--- config.mk ---
export PLATFORM = sky130hd
export DESIGN_NAME = regfile_wb_arbiter
export DESIGN_NICKNAME = d
export VERILOG_FILES = /design/src/rtl/regfile_wb_arbiter.sv
export SDC_FILE = /design/constraint.sdc
export NUM_CORES = 1
export LEC_CHECK = 0
export CORE_MARGIN = 8
export CORE_UTILIZATION = 49
export CTS_BUF_LIST = sky130_fd_sc_hd__clkbuf_8 sky130_fd_sc_hd__clkbuf_16
export CTS_CLUSTER_DIAMETER = 30
export DETAILED_ROUTE_END_ITERATION = 10
export GPL_ROUTABILITY_DRIVEN = 0
export PLACE_DENSITY = 0.94
export SYNTH_ARGS = -nofsm -noshare
export SYNTH_HDL_FRONTEND = slang
export SYNTH_SLANG_ARGS = --single-unit
export TNS_END_PERCENT = 10
--- constraint.sdc ---
create_clock -name clk -period 4.3 [get_ports clk]
set_clock_uncertainty 0.05 [all_clocks]
set_input_delay 1.075 -clock clk [delete_from_list [all_inputs] [get_ports clk]]
set_output_delay 1.075 -clock clk [all_outputs]
set_load 0.02 [all_outputs]
--- src/rtl/regfile_wb_arbiter.sv ---
// Register-file writeback arbiter: pipeline requester A, buffered requester B with starvation relief.
// Optional hazard scoreboard is built when WB_ARB_SCOREBOARD_EN is defined.
module regfile_wb_arbiter #(
    parameter int DATA_W     = 32,
    parameter int ADDR_W     = 5,
    parameter int BUF_DEPTH  = 2,
    parameter int STARVE_LIM = 4
) (
    input  logic              clk,
    input  logic              rst,
    input  logic              a_valid,
    input  logic [ADDR_W-1:0] a_addr,
    input  logic [DATA_W-1:0] a_data,
    input  logic              b_valid,
    output logic              b_ready,
    input  logic [ADDR_W-1:0] b_addr,
    input  logic [DATA_W-1:0] b_data,
    output logic              stall_a,
    input  logic              iss_valid,
    input  logic [ADDR_W-1:0] iss_addr,
    input  logic [ADDR_W-1:0] q_addr_1,
    input  logic [ADDR_W-1:0] q_addr_2,
    output logic              q_busy_1,
    output logic              q_busy_2,
    output logic              rf_write_en,
    output logic [ADDR_W-1:0] rf_write_addr,
    output logic [DATA_W-1:0] rf_write_data
);

    localparam int PTR_W = (BUF_DEPTH > 1) ? $clog2(BUF_DEPTH) : 1;
    localparam int CNT_W = $clog2(BUF_DEPTH + 1);
    localparam int STV_W = $clog2(STARVE_LIM + 2);
    localparam int NREG  = 1 << ADDR_W;

    logic [ADDR_W-1:0] buf_addr [BUF_DEPTH];
    logic [DATA_W-1:0] buf_data [BUF_DEPTH];
    logic [PTR_W-1:0]  wr_ptr;
    logic [PTR_W-1:0]  rd_ptr;
    logic [CNT_W-1:0]  count;
    logic [STV_W-1:0]  starve_cnt;

    logic              buf_empty;
    logic              push;
    logic              pop;
    logic              grant_a;
    logic              grant_b;
    logic [ADDR_W-1:0] head_addr;
    logic [DATA_W-1:0] head_data;
    logic [ADDR_W-1:0] win_addr;
    logic [DATA_W-1:0] win_data;

    // Handshake: B transfers when b_valid && b_ready. b_ready looks only at
    // the registered count, so a pop never opens a slot in the same cycle.
    assign buf_empty = (count == '0);
    assign b_ready   = (count < CNT_W'(BUF_DEPTH));
    assign push      = b_valid & b_ready;
    assign head_addr = buf_addr[rd_ptr];
    assign head_data = buf_data[rd_ptr];

    always_comb begin
        grant_a  = a_valid & ~stall_a;
        grant_b  = ~grant_a & ~buf_empty;
        win_addr = head_addr;
        win_data = head_data;
        if (grant_a) begin
            win_addr = a_addr;
            win_data = a_data;
        end
    end

    assign pop = grant_b;

    always_ff @(posedge clk) begin
        if (push) begin
            buf_addr[wr_ptr] <= b_addr;
            buf_data[wr_ptr] <= b_data;
        end
    end

    always_ff @(posedge clk or posedge rst) begin
        if (rst) begin
            wr_ptr <= '0;
            rd_ptr <= '0;
            count  <= '0;
        end else begin
            if (push) wr_ptr <= wr_ptr + PTR_W'(1);
            if (pop)  rd_ptr <= rd_ptr + PTR_W'(1);
            case ({push, pop})
                2'b10:   count <= count + CNT_W'(1);
                2'b01:   count <= count - CNT_W'(1);
                default: count <= count;
            endcase
        end
    end

    // The counter may pass STARVE_LIM by one while the stall is being
    // scheduled; the forced B grant in the stall cycle clears it again.
    always_ff @(posedge clk or posedge rst) begin
        if (rst) begin
            starve_cnt <= '0;
            stall_a    <= 1'b0;
        end else begin
            stall_a <= (starve_cnt == STV_W'(STARVE_LIM));
            if (buf_empty || grant_b) begin
                starve_cnt <= '0;
            end else if (grant_a) begin
                starve_cnt <= starve_cnt + STV_W'(1);
            end
        end
    end

    // Register 0 is hardwired: grants to it are consumed but never written.
    always_ff @(posedge clk or posedge rst) begin
        if (rst) begin
            rf_write_en   <= 1'b0;
            rf_write_addr <= '0;
            rf_write_data <= '0;
        end else begin
            rf_write_en <= 1'b0;
            if ((grant_a || grant_b) && (win_addr != '0)) begin
                rf_write_en   <= 1'b1;
                rf_write_addr <= win_addr;
                rf_write_data <= win_data;
            end
        end
    end

`ifdef WB_ARB_SCOREBOARD_EN
    logic [NREG-1:0] pending;
    logic [NREG-1:0] set_mask;
    logic [NREG-1:0] clr_mask;

    always_comb begin
        set_mask = '0;
        clr_mask = '0;
        if (iss_valid && (iss_addr != '0)) set_mask[iss_addr] = 1'b1;
        if (grant_b)                       clr_mask[head_addr] = 1'b1;
    end

    // Applying the set after the clear lets a same-cycle reissue win.
    always_ff @(posedge clk or posedge rst) begin
        if (rst) begin
            pending <= '0;
        end else begin
            pending <= (pending & ~clr_mask) | set_mask;
        end
    end

    assign q_busy_1 = pending[q_addr_1];
    assign q_busy_2 = pending[q_addr_2];
`else
    logic unused_sb_inputs;
    assign unused_sb_inputs = ^{iss_valid, iss_addr, q_addr_1, q_addr_2};
    assign q_busy_1 = 1'b0;
    assign q_busy_2 = 1'b0;
`endif

endmodule
==> key figures, run 1 <==
Synthesis
  • Mapped Cells: 314
  • Mapped Area: 4790 sq um
  • Yosys cell types: 26
  • Sequential area share after synthesis: 0.704
  • Synth warn: 0
  • Post-Syn Area per Cell: 15.3 sq um
  • Synth Register Bits: 120

STA
  • Setup tns final: 0 ns
  • Worst-margin pin slew: 1.02 ns
  • Setup-failing EPs final: 0
  • RSZ-0062 raised after global routing: false
  • Worst hold slack: 0.423 ns
  • Count of pins over their slew limit: 0
  • Fmax achieved: 335 MHz
  • Fin crit period: 2.99 ns
  • Final period utilization: 0.695
  • Final hold vios: 0
  • Relative slew slack: 0.316

Placed design
  • Placed Cells: 554
  • IO Port Bufs: 117
  • Dpl hpwl: 7180 um

Floorplan
  • Die Ht: 115 um
  • Die Area: 13200 sq um
  • Site row count: 36
  • Core box area: 9640 sq um
  • Initial Utilization: 0.497
  • Die X: 115 um
  • Io pins: 136

Setup path
  • Max incr delay on CP: 0.46 ns
  • Worst path slowest cell: clkdlybuf4s50_1
  • CP max FO: 38
  • Crit-path most repeated cell: buf_4
  • Critical-path cell list: clkdlybuf4s50_1 -> nor2b_4 -> buf_4 -> o21ai_0 -> o21ai_4 -> buf_4 -> mux2_2
  • Crit-path leading delay family: buffers and inverters
  • Crit path buf inv count: 3
  • CP Launch Type: input port
  • WP data required: 4.63 ns
  • Crit path kind: input port to register
  • Crit end category: register
  • Critical path arrival: 3.32 ns

CTS
  • Post-CTS setup buffers: 0
  • Num Clock Sinks: 120
  • H-tree levels: 4
  • Cts hold-fix bufs: 0
  • CTS tree: built
  • Worst-case clock buffer depth: 2
  • CTS clock-pin slew for the worst setup and hold paths: 0.05 ns
  • Post-cts resize count: 0
  • Latest clock arrival within the worst-skew pair: 0.50 ns
  • CTS Root Buffer Type: clkbuf_8
  • Number of CTS-inserted buffers: 17

Outcome
  • Status: finished clean

Route
  • DRT antenna net count: 0
  • 1st-pass router iterations: 4
  • DRT Wirelength: 10200 um
  • 1st-iter DRT viols: 115
  • Per-cell routed wire length: 17.4 um
  • DR DRC count: 0
  • Via count: 2923
  • Via/cell ratio: 5.01

Cells and area
  • Nets@finish: 537
  • Register Area: 3370 sq um
  • Most frequent cells in the layout: clkdlybuf4s50_1 (117), edfxtp_1 (74), dfrtp_1 (45)
  • Core Util, Final: 0.685
  • # diodes: 0
  • Ratio of cells with drive above 1 in the final layout: 0.0998
  • Multi-input logic area: 1310 sq um
  • Final Non-Filler Cells: 584
  • Area Overhead vs Synth: 37.9%
  • Commonest non-fill, non-tap cell in the layout: clkdlybuf4s50_1
  • Filler cell count: 689

Global routing
  • Pin count of the biggest net entering global routing: 47
  • First-pass GRT wire length: 16300 um
  • GR Overflow Total: 0
  • Vias in the first global route: 3259
  • Gr usage total: 0.163
  • Antenna violations before repair: 0

Power
  • Cell Pwr Density: 643 nW/um^2
  • Combinational Power Share: 0.307
  • P_int: 2.97 mW
  • Peak VDD IR: 348 uV
  • P_leak: 2.60 nW
  • Clock power frac: 0.284
  • Switching power: 1.28 mW
  • Flop pwr share: 0.409
  • Sw Share: 0.300

Flow run
  • Max-cap violations: 0

Hold path
  • Hold Path Class: register to register
## power by group through the flow
| stage | clock [mW] | sequential, mW | combinational, mW |
|---|---|---|---|
| 2_1_floorplan | 0 | 1.89 | 0.610 |
| 3_5_place_dp | 0 | 1.76 | 1.32 |
| 3_3_place_gp | 0 | 1.73 | 1.29 |
| 4_1_cts | 1.24 | 1.74 | 1.33 |
| 6_report | 1.21 | 1.74 | 1.30 |
| 5_1_grt | 1.29 | 1.77 | 1.40 |
## synth_stat cells (all sizes together)
library cell,number,area share
nor2b,1,0.0013
mux2,36,0.085
nand2b,1,0.0013
and3,1,0.0013
and2,1,0.0013
o2bb2ai,4,0.0073
nor3,1,0.0010
xnor2,5,0.0091
edfxtp,74,0.46
nand2,35,0.027
buf,7,0.014
inv,6,0.0047
conb,1,0.00078
dfrtp,46,0.24
nor2,7,0.0055
mux2i,37,0.077
a22o,1,0.0018
o21ai,35,0.039
clkbuf,10,0.0078
xor2,1,0.0018
nand4,1,0.0013
ha,3,0.0078
## through the flow
step	setup slack [ns]	power (mW)	area, sq um
after floorplan	1.07	2.50	4800
after global placement	0.849	3.02	6090
after detailed placement	0.800	3.08	6090
after CTS	1.31	4.31	6610
after global routing	1.21	4.47	6610
final	1.31	4.25	6610
## area by class of cell
type | count | area share
sequential | 120 | 0.511
tap | 133 | 0.0252
inverter | 6 | 0.00341
clock buffer | 19 | 0.0668
clock inverter | 11 | 0.0110
timing repair buffer | 123 | 0.184
multi-input combinational | 172 | 0.199
## flip-flops by register name, summed over array words and instances, names as in the netlist
| name | cells |
|---|---|
| rf_write_addr | 5 |
| wr_ptr | 1 |
| starve_cnt | 3 |
| rd_ptr | 1 |
| rf_write_en | 1 |
| buf_addr | 10 |
| rf_write_data | 32 |
| count | 2 |
| buf_data | 64 |
| stall_a | 1 |
## path summary, 6_finish.rpt
check	from	end	slack (ns)	cells after the start
max	a_valid	rf_write_data[25]	1.31	7
min	starve_cnt[0]	starve_cnt[0]	0.42	1
max reg2reg	rd_ptr	rf_write_data[25]	1.68	6
min reg2reg	starve_cnt[0]	starve_cnt[0]	0.42	1
max in group asynchronous	rst	rd_ptr	2.39	2
min in group asynchronous	rst	rf_write_data[12]	1.09	2
## cells by family after synthesis
| group | after synthesis | synth area share |
|---|---|---|
| AO/OA/AOI/OAI | 40 | 0.0480 |
| XOR/XNOR | 6 | 0.0110 |
| adder cells (fa/ha/maj) | 3 | 0.00783 |
| buffers and inverters | 23 | 0.0261 |
| flip-flops | 120 | 0.704 |
| multiplexers | 73 | 0.162 |
| other | 1 | 0.000783 |
| AND/OR/NAND/NOR | 48 | 0.0405 |
## layer usage
| metal | share of wire | wire [um] | up-vias | GRT usage |
|---|---|---|---|---|
| li1 | - | - | 1394 | - |
| met1 | 0.39 | 4010 | 1428 | 0.175 |
| met3 | 0.060 | 605 | 11 | 0.0546 |
| met4 | 0.014 | 144 | 0 | 0.0753 |
| met5 | 0 | 0 | - | 0 |
| met2 | 0.53 | 5400 | 90 | 0.286 |
(Power assumes the default switching activity.)
==> run 2: changes to the inputs <==
--- a/config.mk
+++ b/config.mk
@@ -6,12 +6,12 @@
 export NUM_CORES = 1
 export LEC_CHECK = 0
 export CORE_MARGIN = 8
-export CORE_UTILIZATION = 49
+export CORE_UTILIZATION = 43
 export CTS_BUF_LIST = sky130_fd_sc_hd__clkbuf_8 sky130_fd_sc_hd__clkbuf_16
 export CTS_CLUSTER_DIAMETER = 30
 export DETAILED_ROUTE_END_ITERATION = 10
 export GPL_ROUTABILITY_DRIVEN = 0
-export PLACE_DENSITY = 0.94
+export PLACE_DENSITY = 0.88
 export SYNTH_ARGS = -nofsm -noshare
 export SYNTH_HDL_FRONTEND = slang
 export SYNTH_SLANG_ARGS = --single-unit
==> constraint.sdc (replaced) <==
create_clock -name clk -period 2.65 [get_ports clk]
set_clock_uncertainty 0.05 [all_clocks]
set_input_delay 0.6625 -clock clk [delete_from_list [all_inputs] [get_ports clk]]
set_output_delay 0.6625 -clock clk [all_outputs]
set_load 0.02 [all_outputs]
==> key figures, run 2 (synthesis results as in run 1) <==
Outcome
  • Status: finished clean

Setup path
  • Crit path buf inv count: 2
  • Critical-path cell list: inv_1 -> clkdlybuf4s50_1
  • Crit path kind: register to output pin
  • Crit-path leading delay family: buffers and inverters
  • Reg2Reg Setup Slack: 0.38 ns
  • Max incr delay on CP: 0.65 ns
  • Worst R2R Path Depth: 6
  • Critical path arrival: 1.73 ns
  • WP data required: 1.94 ns
  • CP Launch Type: register
  • Crit end category: output pin
  • Worst path depth: 2
  • CP max FO: 4
  • Worst path slowest cell: clkdlybuf4s50_1

Floorplan
  • Die Ht: 122 um
  • Die Area: 14800 sq um
  • Site row count: 38
  • Initial Utilization: 0.442
  • Io pins: 136
  • Die X: 122 um
  • Core box area: 10800 sq um

CTS
  • Num Clock Sinks: 120
  • Post-cts resize count: 0
  • H-tree levels: 4
  • CTS Root Buffer Type: clkbuf_8
  • Latest clock arrival within the worst-skew pair: 0.51 ns
  • CTS clock-pin slew for the worst setup and hold paths: 0.06 ns
  • CTS tree: built
  • Cts hold-fix bufs: 0
  • Post-CTS setup buffers: 0
  • Worst-case clock buffer depth: 2
  • Number of CTS-inserted buffers: 17

Route
  • DRT antenna net count: 0
  • 1st-pass router iterations: 4
  • Via count: 2963
  • Via/cell ratio: 4.91
  • Per-cell routed wire length: 18.0 um
  • DRT Wirelength: 10900 um
  • 1st-iter DRT viols: 90
  • DR DRC count: 0

Cells and area
  • Area Overhead vs Synth: 42.8%
  • Core Util, Final: 0.631
  • Nets@finish: 547
  • # diodes: 0
  • Biggest regs: buf_data x64, rf_write_data x32, buf_addr x10
  • Most frequent cells in the layout: clkdlybuf4s50_1 (117), edfxtp_1 (74), dfrtp_1 (45)
  • Commonest non-fill, non-tap cell in the layout: clkdlybuf4s50_1
  • Fin area: 6840 sq um
  • Reg with most FFs: buf_data
  • Ratio of cells with drive above 1 in the final layout: 0.136
  • Number of flip-flops in the largest register: 64

Global routing
  • Vias in the first global route: 3389
  • First-pass GRT wire length: 17400 um
  • Antenna violations before repair: 0
  • Gr usage total: 0.155
  • GR Overflow Total: 0
  • Pin count of the biggest net entering global routing: 39

STA
  • Fmax achieved: 409 MHz
  • Relative slew slack: 0.628
  • RSZ-0062 raised after global routing: false
  • Count of pins over their slew limit: 0
  • Fin crit period: 2.45 ns
  • Worst-margin pin slew: 0.557 ns
  • Setup-failing EPs final: 0
  • Final hold vios: 0
  • Final period utilization: 0.923
  • Setup tns final: 0 ns
  • Worst hold slack: 0.431 ns

Power
  • P_leak: 2.67 nW
  • Cell Pwr Density: 1080 nW/um^2
  • Total power: 7.36 mW
  • Peak VDD IR: 485 uV

Hold path
  • Hold Path Class: register to register
  • Hold path depth: 1

Placed design
  • Dpl hpwl: 7700 um
  • Placed Area: 6240 sq um
  • IO Port Bufs: 117

Flow run
  • Max-cap violations: 0
==> run 2: metal layers <==
layer,track usage,wire (um),vias to the layer above,share of wire
met2,0.276,6050,71,0.56
met4,0.0740,120,0,0.011
met1,0.159,4110,1465,0.38
met5,0,0,-,0
li1,-,-,1419,-
met3,0.0565,589,8,0.054
==> run 2: area by class of cell <==
class	count	area, sq um
Multi-Input combinational cell	172	1310
Timing Repair Buffer	133	1350
Sequential cell	120	3370
Inverter	6	22.5
Fill cell	805	4000
Clock inverter	14	174
Tap cell	140	175
Clock buffer	18	428
==> run 2: stage by stage <==
stage,cells,worst slack (ns)
after floorplan,315,0.227
after global placement,571,-0.272
after detailed placement,571,-0.311
after CTS,603,0.168
after global routing,603,0.103
final,603,0.205
==> run 2: where the power goes <==
group	leakage, nW	total, mW	switching [mW]	internal (mW)
Sequential	1.23	2.77	0.238	2.53
Clock	0.284	2.28	0.822	1.46
Combinational	1.15	2.31	1.17	1.14
==> run 2: path summary, 6_finish.rpt <==
kind | startpoint | to
hold / removal | starve_cnt[0] | starve_cnt[0]
setup / recovery | count[1] | b_ready
min in group asynchronous | rst | rf_write_data[15]
max in group asynchronous | rst | rf_write_data[10]
hold reg to reg | starve_cnt[0] | starve_cnt[0]
setup reg to reg | rd_ptr | rf_write_data[15]
==> run 3: changes to the inputs <==
--- a/config.mk
+++ b/config.mk
@@ -11,6 +11,7 @@
 export CTS_CLUSTER_DIAMETER = 30
 export DETAILED_ROUTE_END_ITERATION = 10
 export GPL_ROUTABILITY_DRIVEN = 0
+export MAX_ROUTING_LAYER = met4
 export PLACE_DENSITY = 0.88
 export SYNTH_ARGS = -nofsm -noshare
 export SYNTH_HDL_FRONTEND = slang
==> key figures, run 3 (synthesis results as in run 1) <==
Cells and area
  • Nets@finish: 547
  • Reg with most FFs: buf_data
  • Biggest regs: buf_data x64, rf_write_data x32, buf_addr x10
  • Ratio of cells with drive above 1 in the final layout: 0.136
  • Final Non-Filler Cells: 603
  • Fin area: 6840 sq um
  • Area Overhead vs Synth: 42.8%
  • Number of flip-flops in the largest register: 64
  • Commonest non-fill, non-tap cell in the layout: clkdlybuf4s50_1
  • Most frequent cells in the layout: clkdlybuf4s50_1 (117), edfxtp_1 (74), dfrtp_1 (45)
  • # diodes: 0

Route
  • Per-cell routed wire length: 18.0 um
  • Via/cell ratio: 4.91
  • DRT antenna net count: 0
  • DRT Wirelength: 10900 um
  • DR DRC count: 0
  • 1st-pass router iterations: 4
  • 1st-iter DRT viols: 96
  • Via count: 2961

CTS
  • Num Clock Sinks: 120
  • Post-CTS setup buffers: 0
  • Post-cts resize count: 0
  • Cts hold-fix bufs: 0
  • Latest clock arrival within the worst-skew pair: 0.51 ns
  • CTS Root Buffer Type: clkbuf_8
  • H-tree levels: 4
  • Worst-case clock buffer depth: 2
  • CTS clock-pin slew for the worst setup and hold paths: 0.06 ns
  • CTS tree: built
  • Number of CTS-inserted buffers: 17

Setup path
  • Worst path slowest cell: clkdlybuf4s50_1
  • Critical path arrival: 1.73 ns
  • Max incr delay on CP: 0.64 ns
  • WP data required: 1.94 ns
  • Worst R2R Path Depth: 6
  • Critical-path cell list: inv_1 -> clkdlybuf4s50_1
  • CP max FO: 4
  • Crit path kind: register to output pin
  • Crit end category: output pin
  • CP Launch Type: register

Placed design
  • Placed Cells: 571
  • Dpl hpwl: 7700 um
  • Placed Area: 6240 sq um
  • IO Port Bufs: 117

Global routing
  • Gr usage total: 0.160
  • Antenna violations before repair: 0
  • First-pass GRT wire length: 17400 um
  • Pin count of the biggest net entering global routing: 39
  • Vias in the first global route: 3389
  • GR Overflow Total: 0

STA
  • Final period utilization: 0.921
  • Final hold vios: 0
  • Fin crit period: 2.44 ns
  • RSZ-0062 raised after global routing: false
  • Fmax achieved: 410 MHz
  • Relative slew slack: 0.629
  • Count of pins over their slew limit: 0
  • Worst-margin pin slew: 0.556 ns
  • Setup-failing EPs final: 0

Power
  • Peak VDD IR: 486 uV
  • Cell Pwr Density: 1080 nW/um^2
  • P_leak: 2.67 nW

Floorplan
  • Die Area: 14800 sq um
  • Die Ht: 122 um
  • Die X: 122 um
  • Core box area: 10800 sq um
  • Initial Utilization: 0.442
  • Io pins: 136
  • Site row count: 38

Hold path
  • Hold Path Class: register to register
  • Hold path depth: 1

Flow run
  • Max-cap violations: 0

Outcome
  • Status: finished clean
-- run 3: cell counts in the layout (fill, tap and decap cells not counted) --
Identical to the previous run, type by type.
-- run 3: metal layers --
layer / global-route usage / part of all wire / vias to the layer above
met5: - / 0 / -
met4: 0.0763 / 0.015 / 0
li1: - / - / 1420
met3: 0.0500 / 0.050 / 11
met1: 0.162 / 0.38 / 1455
met2: 0.276 / 0.55 / 75
-- run 3: path summary, 6_finish.rpt --
kind | start | endpoint | slack (ns)
worst max-delay path | count[1] | b_ready | 0.21
worst min register to register | starve_cnt[0] | starve_cnt[0] | 0.43
worst min-delay path | starve_cnt[0] | starve_cnt[0] | 0.43
max in group asynchronous | rst | rf_write_data[10] | 1.45
min in group asynchronous | rst | rf_write_data[8] | 0.47
worst max register to register | rd_ptr | rf_write_data[15] | 0.38
-- run 3: where the power goes --
part	internal [mW]	leakage (nW)	switching, mW
clock	1.46	0.284	0.823
combinational	1.14	1.15	1.17
sequential	2.53	1.23	0.237
-- run 3: layout make-up --
type                       instances  area (sq um)
sequential                       120          3370
clock inverter                    14           174
tap                              140           175
timing repair buffer             133          1350
clock buffer                      18           428
inverter                           6          22.5
multi-input combinational        172          1310
fill                             805          4000
-- run 3: metrics by stage --
step                      setup TNS [ns]   util  setup slack, ns  total power [mW]  hold slack, ns
after CTS                              0  0.631            0.168              7.48           0.420
after detailed placement           -9.07  0.576           -0.311              5.15           0.409
final                                  0  0.631            0.208              7.36           0.432
after global routing                   0  0.631           0.0996              7.73           0.459
after global placement             -8.13  0.576           -0.272              5.05           0.396
after floorplan                        0      -            0.227              4.06           0.382
-- run 3: critical path, delay by kind of cell (launching register included) --
family                 cells  cell delay [ns]
flip-flops                 1             0.42
buffers and inverters      2             0.79
